### src/rtl/alu_pkg.sv
// Shared constants, state encoding and the single-cycle ALU datapath for alu_seq_unit.
package alu_pkg;

  localparam int unsigned W         = 31;
  localparam int unsigned OP_W      = 3;
  localparam int unsigned MUL_CNT_W = $clog2(W + 1);

  localparam logic [OP_W-1:0] OP_NOT  = 3'b000;
  localparam logic [OP_W-1:0] OP_AND  = 3'b001;
  localparam logic [OP_W-1:0] OP_OR   = 3'b010;
  localparam logic [OP_W-1:0] OP_XOR  = 3'b011;
  localparam logic [OP_W-1:0] OP_ADD  = 3'b100;
  localparam logic [OP_W-1:0] OP_SUB  = 3'b101;
  localparam logic [OP_W-1:0] OP_MUL  = 3'b110;
  localparam logic [OP_W-1:0] OP_RSVD = 3'b111;

  typedef enum logic [1:0] {
    ST_IDLE,
    ST_EXEC,
    ST_DONE
  } state_e;

  typedef struct packed {
    logic [W:0] data;
    logic [W:0] hi;
    logic       err;
  } alu_res_t;

  // SUB reuses the adder as A + ~B + 1, so its carry-out means A >= B
  function automatic alu_res_t alu_single(input logic [OP_W-1:0] op,
                                          input logic [W:0]      a,
                                          input logic [W:0]      b);
    alu_res_t     res;
    logic [W:0]   b_eff;
    logic [W+1:0] sum;
    res   = '0;
    b_eff = (op == OP_SUB) ? ~b : b;
    sum   = {1'b0, a} + {1'b0, b_eff} + {{(W + 1){1'b0}}, (op == OP_SUB)};
    case (op)
      OP_NOT:         res.data = ~a;
      OP_AND:         res.data = a & b;
      OP_OR:          res.data = a | b;
      OP_XOR:         res.data = a ^ b;
      OP_ADD, OP_SUB: begin
        res.data = sum[W:0];
        res.hi   = {{W{1'b0}}, sum[W+1]};
      end
      default:        res.err = 1'b1;
    endcase
    return res;
  endfunction

endpackage

### src/rtl/alu_shift_add_mul.sv
// Shift-add unsigned multiplier: one step per cycle for W+1 cycles after start.
module alu_shift_add_mul
  import alu_pkg::*;
(
  input  logic             clk,
  input  logic             rst,
  input  logic             start,
  input  logic [W:0]       a,
  input  logic [W:0]       b,
  output logic             done,
  output logic [2*W+1:0]   product
);

  logic [W:0]           acc_q, acc_d;
  logic [W:0]           mplier_q, mplier_d;
  logic [W:0]           mcand_q, mcand_d;
  logic [MUL_CNT_W-1:0] cnt_q, cnt_d;
  logic                 busy_q, busy_d;
  logic [W+1:0]         sum;
  logic [W:0]           step_acc;
  logic [W:0]           step_mplier;

  always_comb begin
    sum         = {1'b0, acc_q} + (mplier_q[0] ? {1'b0, mcand_q} : '0);
    step_acc    = sum[W+1:1];
    step_mplier = {sum[0], mplier_q[W:1]};

    acc_d    = acc_q;
    mplier_d = mplier_q;
    mcand_d  = mcand_q;
    cnt_d    = cnt_q;
    busy_d   = busy_q;
    if (start) begin
      acc_d    = '0;
      mplier_d = b;
      mcand_d  = a;
      cnt_d    = '0;
      busy_d   = 1'b1;
    end else if (busy_q) begin
      acc_d    = step_acc;
      mplier_d = step_mplier;
      cnt_d    = cnt_q + 1'b1;
      if (cnt_q == MUL_CNT_W'(W)) busy_d = 1'b0;
    end
  end

  // Product is taken from the final step's next-state so the caller can
  // register it on the same edge the last step completes.
  assign done    = busy_q && (cnt_q == MUL_CNT_W'(W));
  assign product = {step_acc, step_mplier};

  always_ff @(posedge clk or posedge rst) begin
    if (rst) begin
      acc_q    <= '0;
      mplier_q <= '0;
      mcand_q  <= '0;
      cnt_q    <= '0;
      busy_q   <= 1'b0;
    end else begin
      acc_q    <= acc_d;
      mplier_q <= mplier_d;
      mcand_q  <= mcand_d;
      cnt_q    <= cnt_d;
      busy_q   <= busy_d;
    end
  end

endmodule

### src/rtl/alu_seq_unit.sv
// Multi-cycle ALU sequencer: request/response handshakes around single-cycle ops and a shift-add MUL.
module alu_seq_unit
  import alu_pkg::*;
(
  input  logic            clk,
  input  logic            rst,
  input  logic            req_valid,
  output logic            req_ready,
  input  logic [OP_W-1:0] req_op,
  input  logic [W:0]      req_a,
  input  logic [W:0]      req_b,
  output logic            rsp_valid,
  input  logic            rsp_ready,
  output logic [W:0]      rsp_data,
  output logic [W:0]      rsp_hi,
  output logic            rsp_zero,
  output logic            rsp_err
);

  state_e         state_q, state_d;
  logic           ready_q, ready_d;
  logic           valid_q, valid_d;
  logic [W:0]     data_q, data_d;
  logic [W:0]     hi_q, hi_d;
  logic           zero_q, zero_d;
  logic           err_q, err_d;
  logic           mul_start;
  logic           mul_done;
  logic [2*W+1:0] mul_prod;
  alu_res_t       single;

  assign single = alu_single(req_op, req_a, req_b);

  alu_shift_add_mul u_mul (
    .clk     (clk),
    .rst     (rst),
    .start   (mul_start),
    .a       (req_a),
    .b       (req_b),
    .done    (mul_done),
    .product (mul_prod)
  );

  always_comb begin
    state_d   = state_q;
    valid_d   = valid_q;
    data_d    = data_q;
    hi_d      = hi_q;
    zero_d    = zero_q;
    err_d     = err_q;
    mul_start = 1'b0;
    case (state_q)
      ST_IDLE: begin
        if (req_valid && ready_q) begin
          if (req_op == OP_MUL) begin
            mul_start = 1'b1;
            state_d   = ST_EXEC;
          end else begin
            data_d  = single.data;
            hi_d    = single.hi;
            zero_d  = (single.data == '0);
            err_d   = single.err;
            valid_d = 1'b1;
            state_d = ST_DONE;
          end
        end
      end
      ST_EXEC: begin
        if (mul_done) begin
          data_d  = mul_prod[W:0];
          hi_d    = mul_prod[2*W+1:W+1];
          zero_d  = (mul_prod[W:0] == '0);
          err_d   = 1'b0;
          valid_d = 1'b1;
          state_d = ST_DONE;
        end
      end
      ST_DONE: begin
        if (rsp_ready) begin
          valid_d = 1'b0;
          state_d = ST_IDLE;
        end
      end
      default: state_d = ST_IDLE;
    endcase
    // Registered ready keeps req_ready low through reset and for the first edge after it
    ready_d = (state_d == ST_IDLE);
  end

  always_ff @(posedge clk or posedge rst) begin
    if (rst) begin
      state_q <= ST_IDLE;
      ready_q <= 1'b0;
      valid_q <= 1'b0;
      data_q  <= '0;
      hi_q    <= '0;
      zero_q  <= 1'b0;
      err_q   <= 1'b0;
    end else begin
      state_q <= state_d;
      ready_q <= ready_d;
      valid_q <= valid_d;
      data_q  <= data_d;
      hi_q    <= hi_d;
      zero_q  <= zero_d;
      err_q   <= err_d;
    end
  end

  assign req_ready = ready_q;
  assign rsp_valid = valid_q;
  assign rsp_data  = data_q;
  assign rsp_hi    = hi_q;
  assign rsp_zero  = zero_q;
  assign rsp_err   = err_q;

endmodule

### config.mk
export PLATFORM = sky130hd
export DESIGN_NAME = alu_seq_unit
export DESIGN_NICKNAME = d
export VERILOG_FILES = /design/src/rtl/alu_pkg.sv /design/src/rtl/alu_shift_add_mul.sv /design/src/rtl/alu_seq_unit.sv
export SDC_FILE = /design/constraint.sdc
export NUM_CORES = 1
export LEC_CHECK = 0
export CAP_MARGIN = 0
export CORE_AREA = 5 5 151 167
export DETAILED_ROUTE_END_ITERATION = 10
export DIE_AREA = 0 0 156 172
export PLACE_DENSITY = 0.81
export SYNTH_ARGS = -nofsm -noshare
export SYNTH_HDL_FRONTEND = slang
export SYNTH_SLANG_ARGS = --single-unit
### constraint.sdc
create_clock -name clk -period 17.3 [get_ports clk]
set_input_delay 5.19 -clock clk [delete_from_list [all_inputs] [get_ports clk]]
set_output_delay 5.19 -clock clk [all_outputs]
set_load 0.02 [all_outputs]
=== After elaboration in Yosys (flattened, before gate mapping) ===
Index checks and enable logic that the tools add are counted.

* Multipliers: 0
* Magnitude comparators: 0
* Shift operators: 0
* Eq/ne operators: 13
* Muxes and demuxes: 43
* Reductions and logical operators: 14
* Add/subtract/negate cells: 4
* Bitwise operators: 5
* Divide/modulo/power cells: 0

{| class="wikitable"
|+ Operator list
! cell !! number
|-
| $mux 32 || 12
|-
| $pmux 32 s5 || 1
|-
| $pmux 32 s2 || 2
|-
| $logic_not 32->1 || 2
|-
| $not 32->32 || 2
|-
| $add 32x32->33 || 1
|-
| $add 32x33->33 || 1
|-
| $add 33x1->33 || 1
|-
| $and 32x32->32 || 1
|-
| $or 32x32->32 || 1
|-
| $xor 32x32->32 || 1
|-
| $mux 1 || 18
|-
| $mux 5 || 2
|-
| $eq 3x3->1 const B || 3
|-
| $mux 2 || 4
|-
| $ne 2x2->1 const B || 4
|-
| $eq 3x2->1 const B || 2
|-
| $pmux 2 s3 || 1
|-
| $reduce_or 6->1 || 1
|-
| $add 5x1->5 const B || 1
|-
| $eq 5x5->1 const B || 1
|-
| $reduce_and 5->1 || 1
|-
| $logic_not 2->1 || 2
|-
| $pmux 1 s2 || 2
|-
| 10 further kinds || 12
|}

* Output and inout port bits: 68
* RAM bits: 0
* Memory bits (read-only): 0
* Logic and storage cells: 91
* Register bits: 172
* Latch bits: 0
* Bits of input ports: 71
* Memories kept: 0

=== Longest topological paths before layout ===
* Depth after elaboration: 9
* Depth in mapped cells: 21
* Mapped depth without buffers: 16

=== Cells and area by module ===
Synthesis repeated with hierarchy kept, for this count alone.

* Cell total of the unflattened synthesis: 1611
* Area, all modules: 14098.5 µm²

{| class="wikitable"
|+ By module, submodules not included
! module !! cells an instance !! sequential area each (µm²) !! instances !! area each (µm²)
|-
| alu_seq_unit || 896 || 1751.7 || 1 || 7379.6
|-
| alu_shift_add_mul || 715 || 2552.4 || 1 || 6718.9
|}

=== Worst setup path before layout ===
No wires, ideal clock.

* Path type: input to register
* From: input req_op[2]
* To: register zero_q, in the netlist rsp_zero
* Library setup time: 95 ps
* Path slack: 7874 ps
* Required time: 17205 ps
* Buffers on the path: 5
* Stages: 20
* Arrival time: 9331 ps
* Cell sequence: buf_2 nor2b_1 buf_2 clkbuf_1 clkbuf_1 nand2_1 buf_1 xnor2_1 ha_1 nand2_2 or3_4 o22ai_2 a311oi_4 o41ai_2 xnor2_1 a211oi_2 nand4bb_1 nor4_1 nand3_1 o31ai_1

* Cells in the longest elaborated chain, start to end: 9
* Elaborated cells between the ends (all ways): 18
* Classes of those cells: add/sub (2); eq/ne (7); mux (5); reduce/logical (4)

{| class="wikitable"
|+ RTL lines
! item !! line !! source
|-
| start: declaration || alu_seq_unit.sv:9 || <nowiki>input logic [OP_W-1:0] req_op,</nowiki>
|-
| $eq 3x3->1 || alu_pkg.sv:37, alu_pkg.sv:38, alu_pkg.sv:39 ||
|-
| $mux 32 || alu_pkg.sv:37 || <nowiki>b_eff = (op == OP_SUB) ? ~b : b;</nowiki>
|-
| $add 32x32->33 || alu_pkg.sv:38 || <nowiki>sum = {1'b0, a} + {1'b0, b_eff} + {{(W + 1){1'b0}}, (op == OP_SUB)};</nowiki>
|-
| $add 33x1->33 || alu_pkg.sv:38 ||
|-
| $pmux 32 s5 || alu_pkg.sv:39 || <nowiki>case (op)</nowiki>
|-
| $logic_not 32->1 || alu_seq_unit.sv:61 || <nowiki>zero_d = (single.data == '0);</nowiki>
|-
| $mux 1 || alu_seq_unit.sv:55 || <nowiki>if (req_op == OP_MUL) begin</nowiki>
|-
| $mux 1 || alu_seq_unit.sv:54 || <nowiki>if (req_valid && ready_q) begin</nowiki>
|-
| $pmux 1 s2 || alu_seq_unit.sv:52 || <nowiki>case (state_q)</nowiki>
|-
| end signal: assignment || alu_seq_unit.sv:105 || <nowiki>zero_q <= zero_d;</nowiki>
|-
| end: declaration || alu_seq_unit.sv:25 || <nowiki>logic zero_q, zero_d;</nowiki>
|}

Parallel ways exist; a longest one is shown, timed or not. The select of a mux whose other input is x is not followed.
A chain may end at the register's enable or synchronous reset.

=== Worst setup path in the final report ===
Same ends and word-level chain as after synthesis.

==> impl_metrics.env <==
export IMPL_synth_edff_count=0
export IMPL_max_slew_worst_pin_slew_ns=1.09
export IMPL_drc=0
export IMPL_fmax_ghz=0.0985
export IMPL_cts_resized=0
export IMPL_n_fill_cell=1890
export IMPL_syn_num_nets=1744
export IMPL_drt_iter0_markers=822
export IMPL_antenna_found_initial=1
export IMPL_final_util_pct=66.2
export IMPL_finalMaxSlewViolations=0
export IMPL_clkSlewWorstSetupHoldPaths_ns=0.07
export IMPL_path_class="in -> reg"
export IMPL_cts_tree="built"
export IMPL_overflow=0
export IMPL_finalSetupTns_ns=0
export IMPL_post_cts_buffers=0
export IMPL_clock_sinks=172
export IMPL_fp_dieW_um=156
export IMPL_yosysWarnings=0
export IMPL_synth_top_area_cell="dfrtp_1"
export IMPL_slew_headroom_pct=27.4
export IMPL_die_h_um=172
export IMPL_finalCritPeriodShare_pct=58.7
export IMPL_vdd_drop_max_uv=74.2
export IMPL_antennaDiodeCount=0
export IMPL_fp_coreArea_um2=23400
export IMPL_async_reset_ff_share_pct=100
export IMPL_rows=59
export IMPL_drive_above_1_share_pct=4.67
export IMPL_fin_skew_ns=0.0180
export IMPL_cp_end_kind="register"
export IMPL_synth_top_area_share_pct=32.3
export IMPL_cts_root_buffer="clkbuf_16"
export IMPL_dr_wl_met2_um=18200
export IMPL_hold_class="reg -> reg"
export IMPL_first_pass_iters=5
export IMPL_antenna_left=0
export IMPL_worstHoldPathCells=2
export IMPL_worst_setup_path_start_kind="primary input"
export IMPL_ys_seq_elements=172
export IMPL_synth_top_flop_cell="dfrtp_1"
export IMPL_ios=139
export IMPL_r2r_end="u_mul.acc_q[31]"
export IMPL_htree_levels=4
export IMPL_max_cap_violations=0
export IMPL_top_layer_used="met4"
export IMPL_grt_pass1_wl_um=61400
export IMPL_start_util_pct=56.9
export IMPL_wl_per_cell_um=19.7
export IMPL_globalRouteTotalUtil_pct=28.5
export IMPL_hpwlAfterDp_um=27700
export IMPL_drt_total_wl_um=38000
export IMPL_grt_start_max_net_pins=100
export IMPL_nNetsFinal=1829
export IMPL_portBuffers=138
export IMPL_synthTopCellsByArea="dfrtp_1, ha_1, mux2i_1"
export IMPL_finalSetupViolCount=0
export IMPL_worst_skew_pair_late_latency_ns=0.44
export IMPL_grt_pass1_vias=11643
export IMPL_synthCells=1530
export IMPL_required_ns=17.64
export IMPL_synthTopCellsByCount="dfrtp_1, nand2_1, ha_1, o21ai_0, nor2_1"
export IMPL_cts_hold_buffers=0
export IMPL_ctsLongestPathBuffers=2
export IMPL_rr_worst_depth=14
export IMPL_min_from="u_mul.mcand_q[27]"
export IMPL_synth_area_um2=13300
export IMPL_status="finished clean"
export IMPL_synth_distinct_cells=76
export IMPL_area_growth_pct=16.3
export IMPL_ys_seq_area_share_pct=32.3
export IMPL_vias=11762
export IMPL_critPathLaunch="req_op[2]"
export IMPL_arrival_ns=10.49
export IMPL_die_area_um2=26800
export IMPL_r2r_slack_ns=12.84
export IMPL_drt_met1_wl_um=16400
export IMPL_finalCriticalPeriod_ns=10.15
export IMPL_yosysMostFrequentCell="dfrtp_1"
export IMPL_viasPerCell=6.09
export IMPL_whs_endpoint="u_mul.mcand_q[27]"
export IMPL_hold_violations=0
export IMPL_syn_area_per_cell_um2=8.71
export IMPL_powerDensity_nw_per_um2=145
export IMPL_r2r_start="u_mul.mplier_q[0]"
export IMPL_wl_met3_um=2310
export IMPL_place_congestion=0.920
export IMPL_rsz0062_at_grt="no"
export IMPL_fin_ws_ns=7.15
export IMPL_dp_slack_ns=6.73
export IMPL_critPathMaxFanout=31
export IMPL_p_leak_uw=0.00746
export IMPL_cts_made_buffers=17
state kept, by name (all words and copies together) (netlist names), 2 cells and up:
signal and cells:
rsp_hi 32, u_mul.acc_q 32, state_q 2, u_mul.cnt_q 5, rsp_data 32, u_mul.mcand_q 32
u_mul.mplier_q 32
worst max path at each step:
stage / end / depth (start not counted) / slack [ns]
final: rsp_zero / 17 / 7.15
after global placement: rsp_zero / 17 / 6.90
after floorplan: req_ready / 1 / 7.45
after detailed placement: rsp_zero / 17 / 6.73
after CTS: rsp_zero / 17 / 7.13
after global routing: rsp_zero / 16 / 6.78
cell usage in the layout, fill, tap and decap left out, types with 33 or more instances in the layout:
| master | synthesis | final |
|---|---|---|
| o21ai_0 | 137 | 137 |
| mux2i_1 | 82 | 82 |
| a21oi_1 | 80 | 80 |
| ha_1 | 141 | 141 |
| nor2_1 | 101 | 101 |
| dfrtp_1 | 172 | 171 |
| inv_1 | 99 | 98 |
| clkdlybuf4s50_1 | 0 | 138 |
| a22o_1 | 33 | 33 |
| nand2_1 | 170 | 169 |
| and2_1 | 41 | 41 |
| xnor2_1 | 60 | 60 |
layout make-up:
| cell class | instances | area, um2 | area share, % |
|---|---|---|---|
| clock buffer | 18 | 439 | 2.84 |
| clock inverter | 13 | 178 | 1.15 |
| inverter | 100 | 380 | 2.46 |
| multi-input combinational | 1174 | 8330 | 53.8 |
| sequential | 172 | 4310 | 27.8 |
| tap | 305 | 382 | 2.46 |
| timing repair buffer | 150 | 1470 | 9.50 |
power breakdown:
part	leakage, uW	internal (uW)	switching (uW)
Combinational	0.00499	482	639
Sequential	0.00216	567	145
Clock	0.000302	235	179
metal layers:
layer	GRT usage, %	vias to the layer above
met4	9.67	0
li1	-	5592
met2	48.1	404
met3	4.03	87
met1	38.0	5679
met5	0	-
logic make-up (layout without fill, tap and decap cells):
family,after synthesis,count (layout),share of synthesized area [%]
AOI/OAI and AO/OA,424,424,20.5
xor gates and xnor gates,80,80,5.26
adders and majority gates,143,143,13.5
buffers and inverters,184,281,5.30
DFF,172,172,32.3
muxes,94,94,7.77
and+or+nand+nor,433,433,15.3
stage by stage:
step           cell area (um2)  cells  hold WS (ns)  power, uW
4_1_cts                  15500   1932         0.477       2250
2_1_floorplan            13300   1530         0.442       1480
6_report                 15500   1932         0.473       2250
5_1_grt                  15500   1932         0.500       2410
3_5_place_dp             14900   1901         0.462       1830
3_3_place_gp             14900   1901         0.453       1790
critical path, stage by stage:
cell             delay (ns)
clkdlybuf4s50_1        0.89
nor2b_1                0.27
nand2_2                0.64
xnor2_1                0.47
inv_1                  0.10
fa_1                   0.44
nand3b_1               0.25
a21oi_1                0.21
a2bb2oi_1              0.24
nand2_1                0.07
nor4b_1                0.40
nand4_1                0.19
nor4_1                 0.37
nand4bb_1              0.16
nor4_1                 0.25
nand3_1                0.10
o31ai_1                0.23
Note: power is estimated with default switching activity, not from simulation.
==> RTL change 1 (same settings) <==
Set the package constant `W` to 23 (it was 31).
--- a/src/rtl/alu_pkg.sv
+++ b/src/rtl/alu_pkg.sv
@@ -2,5 +2,5 @@
 package alu_pkg;
 
-  localparam int unsigned W         = 31;
+  localparam int unsigned W         = 23;
   localparam int unsigned OP_W      = 3;
   localparam int unsigned MUL_CNT_W = $clog2(W + 1);
Interface: changed (resized req_a, req_b, rsp_data and rsp_hi); port bits go from 139 to 107. The function was not compared with the original's and may differ.
==> RTL change 1 against the original RTL <==
Cell area decreased by 22%. Sequential share of layout area is 0.34 points lower. Combinational power down 23%. Routed wire length fell by 28%. Worst setup slack gained 0.96 ns. Die area is the same. Power fell by 22%. Via count decreased by 26%. Clock power shrank 15%. Sequential cell count is 40 lower. Non-clock buffer count down 32. Area after synthesis is 24% lower. Largest cell class unchanged. Largest power group unchanged.
==> RTL change 1: results (changes against the original RTL) <==
| Metric | Value |
|---|---|
| Global-route wire length before repair | `44000 µm (-28%)` |
| Maximum VDD drop | `0.0760 mV (+2.5%)` |
| Via-to-Cell Ratio | `5.74 (-5.7%)` |
| Reg2reg setup slack | `13.54 ns (+0.70 ns)` |
| Initial antenna violation count | `0 (-1)` |
| Post-DP Area | `11500 µm² (-23%)` |
| Syn Area/Cell | `9.16 µm² (+5.2%)` |
| Grt met1 use | `26.8% (-11 points)` |
| Cells on worst reg2reg path | `13 (-1)` |
| Post-detail-place hpwl | `20300 µm (-27%)` |
| Number of global-route vias before repair | `8540 (-27%)` |
| WL per Instance | `18.1 µm (-8.1%)` |
| Metal2 WL | `13100 µm (-28%)` |
| Dpl ws | `7.73 ns (+1.00 ns)` |
| Diodes inserted | `0 (unchanged)` |
| Distinct cell type count of the synthesized netlist | `79 (+3.9%)` |
| R2r endpoint | `u_mul.acc_q[23]` |
| Fin crit period | `9.20 ns (-0.956 ns)` |
| Post-synthesis sequential area ratio | `32.6% (+0.33 points)` |
| Clock Latency Late Sink | `0.42 ns (-0.02 ns)` |
| Critical Path Start | `req_op[1]` |
| Status | `finished clean` |
| GRT Util Overall | `20.3% (-8.2 points)` |
| Maximum fanout along the worst path | `33 (+6.5%)` |
| Filler cells | `2083 (+10%)` |
| 1st-iter DRT viols | `625 (-24%)` |
| Met3 GRT Util | `3.25% (-0.78 points)` |
| Port Buffers | `106 (-23%)` |
| Clk_skew | `0.00779 ns (-0.0102 ns)` |
| Met3 wire len | `1770 µm (-23%)` |
| Delay-heaviest family, CP | `compound AO/OA/AOI/OAI gates` |
| Syn Nets | `1264 (-28%)` |
| Post-Layout Cell Count | `1508 (-22%)` |
| P_int | `1.02 mW (-21%)` |
| GP Congestion | `0.880 (-4.4%)` |
| Slowest Stage Delay on Critical Path | `0.45 ns (-0.44 ns)` |
| Top post-synthesis cells by area | `dfrtp_1 (33%), ha_1 (13%), mux4_2 (4.9%)` |
| M2 GR Usage | `33.7% (-14 points)` |
| Worst hold slack | `0.476 ns (+0.00240 ns)` |
| Arrival @ worst endpoint | `9.50 ns (-0.99 ns)` |
| Share of cells above drive strength 1 | `7.23% (+2.6 points)` |
| Post-synth top cells | `dfrtp_1 (132), nand2_1 (107), ha_1 (102), inv_1 (91), nor2_1 (72)` |
-- RTL change 1: changes by cell type after synthesis, sizes merged, moves of 17 or more --
cell,unedited run,this run
ha,141,102
mux2i,82,47
nand2,171,107
xnor2,60,43
nor2,101,72
clkbuf,65,38
o21ai,148,89
dfrtp,172,132
a21oi,80,52
-- RTL change 1: how the worst min path moves through the flow --
| stage | from | end | slack [ns] | cells after the start |
|---|---|---|---|---|
| finish | rsp_data[12] | rsp_data[12] | 0.48 | 2 |
| global route | u_mul.mcand_q[4] | u_mul.mcand_q[4] | 0.50 | 2 |
| CTS | u_mul.mcand_q[7] | u_mul.mcand_q[7] | 0.48 | 2 |
| detailed placement | u_mul.mcand_q[18] | u_mul.mcand_q[18] | 0.47 | 2 |
| global placement | u_mul.mcand_q[6] | u_mul.mcand_q[6] | 0.45 | 2 |
| floorplan | u_mul.mcand_q[0] | u_mul.mcand_q[0] | 0.44 | 2 |
-- RTL change 1: logic make-up after synthesis --
group	share of synthesized area (%)
buffers and inverters	5.45
and+or+nand+nor	14.7
DFF	32.6
muxes	9.77
xor gates and xnor gates	4.67
adders and majority gates	13.0
AOI/OAI and AO/OA	19.8
-- RTL change 1: final cells by class --
class	instances	area [µm²]	share of cell area, %
clock inverters	14	140	1.16
flip-flops and latches	132	3300	27.5
multi-input cells	829	6270	52.1
inverters	92	348	2.89
well taps	305	382	3.17
repair buffers	118	1150	9.53
clock buffers	18	439	3.65
-- RTL change 1: power groups by stage --
stage	registers, mW	logic, mW	clock network, mW
after floorplan	0.541	0.609	0
after global placement	0.536	0.831	0
after detailed placement	0.540	0.859	0
after CTS	0.539	0.866	0.356
after global routing	0.555	0.962	0.373
final	0.540	0.866	0.352
==> RTL change 2 (same flow settings) <==
Without the edit above. Put one more register stage on the output `rsp_err`, cleared by the reset. The value now appears one clock later. The other outputs are not delayed to match.
--- a/src/rtl/alu_seq_unit.sv
+++ b/src/rtl/alu_seq_unit.sv
@@ -113,5 +113,11 @@
   assign rsp_hi    = hi_q;
   assign rsp_zero  = zero_q;
-  assign rsp_err   = err_q;
+  always_ff @(posedge clk or posedge rst) begin
+    if (rst) begin
+      rsp_err <= '0;
+    end else begin
+      rsp_err <= err_q;
+    end
+  end
 
 endmodule
Formal check against the unedited RTL: not equivalent (Yosys sat finds a counterexample within 4 cycles, from zero or initial values and one cycle with rst high).
==> RTL change 2 against the original RTL <==
Power up 0.96%. Count of clock-buffer cells in the layout up 2. Die area unchanged. Via count down 1.4%. Area after synthesis up 2.2%. Cell area up 1.2%. Worst setup slack better by 0.35 ns. Utilization up 0.79 points. Sequential cell count up 1. Critical endpoint unchanged. Routed wire length up 3.1%.
==> RTL change 2: results (changes against the original RTL) <==
| Metric | Value |
|---|---|
| GP Congestion | `0.958 (+4.1%)` |
| Global-route wire length before repair | `62400 µm (+1.5%)` |
| Top post-synthesis cells by area | `dfrtp_1 (32%), ha_1 (13%), mux2i_1 (5.9%)` |
| Inst Count DP | `1828 (-3.8%)` |
| Clk_skew | `0.0139 ns (-0.00410 ns)` |
| Cells after synthesis | `1445 (-5.6%)` |
| Syn Nets | `1659 (-4.9%)` |
| GRT Util Overall | `29.3% (+0.78 points)` |
| Fin crit period | `9.80 ns (-0.352 ns)` |
| Number of global-route vias before repair | `11472 (-1.5%)` |
| 1st-iter DRT viols | `783 (-4.7%)` |
| Maximum VDD drop | `0.0940 mV (+27%)` |
| Post-Layout Cell Count | `1860 (-3.7%)` |
| Post-detail-place hpwl | `29100 µm (+4.9%)` |
| Distinct cell type count of the synthesized netlist | `88 (+16%)` |
| P_leak | `7.43 nW (-0.34%)` |
| Max-slew headroom at the worst pin | `23.8% (-3.7 points)` |
| Drt drc | `0 (unchanged)` |
| Met3 GRT Util | `3.63% (-0.40 points)` |
| Largest net degree at the start of global routing | `112 (+12%)` |
| Arrival @ worst endpoint | `10.15 ns (-0.34 ns)` |
| M2 GR Usage | `50.5% (+2.4 points)` |
| Status | `finished clean` |
| Post-synthesis sequential area ratio | `31.8% (-0.51 points)` |
| Reg2reg setup slack | `12.80 ns (-0.04 ns)` |
| Worst hold slack | `0.446 ns (-0.0269 ns)` |
[RTL change 2: final cells by class]
class	instances	area (µm²)
flip-flops and latches	173	4330
clock buffers	20	457
inverters	115	437
multi-input cells	1085	8520
fillers	1826	7730
well taps	305	382
repair buffers	150	1460
clock inverters	12	87.6
[RTL change 2: worst min path at each step]
stage	start	endpoint	cells after the start	slack [ns]
floorplan	err_q	rsp_err	0	0.35
global placement	err_q	rsp_err	0	0.42
detailed placement	err_q	rsp_err	0	0.41
CTS	err_q	rsp_err	0	0.42
global route	err_q	rsp_err	0	0.44
finish	err_q	rsp_err	0	0.45
[RTL change 2: worst max-delay path: cells and delay by family]
family | cells | cell delay [ns]
XOR/XNOR | 1 | 0.49
AO/OA/AOI/OAI | 5 | 1.26
adder cells (fa/ha/maj) | 1 | 0.41
AND/OR/NAND/NOR | 8 | 1.99
buffers and inverters | 3 | 0.78
[RTL change 2: power breakdown]
group / internal, mW / switching [mW] / total [mW]
Clock: 0.193 / 0.165 / 0.357
Combinational: 0.522 / 0.669 / 1.19
Sequential: 0.574 / 0.148 / 0.722
Total: 1.29 / 0.981 / 2.27
[RTL change 2: kinds of logic after synthesis]
family / Yosys count / share of synthesized area (%)
AND/OR/NAND/NOR: 365 / 13.2
AO/OA/AOI/OAI: 356 / 17.7
adder cells (fa/ha/maj): 143 / 13.3
buffers and inverters: 187 / 5.71
flip-flops: 173 / 31.8
XOR/XNOR: 76 / 4.89
multiplexers: 145 / 13.5
[RTL change 2: metal layers]
metal | up-vias | wire, µm
li1 | 5361 | -
met5 | - | 0
met2 | 460 | 19400
met3 | 73 | 2710
met1 | 5709 | 16100
met4 | 0 | 981
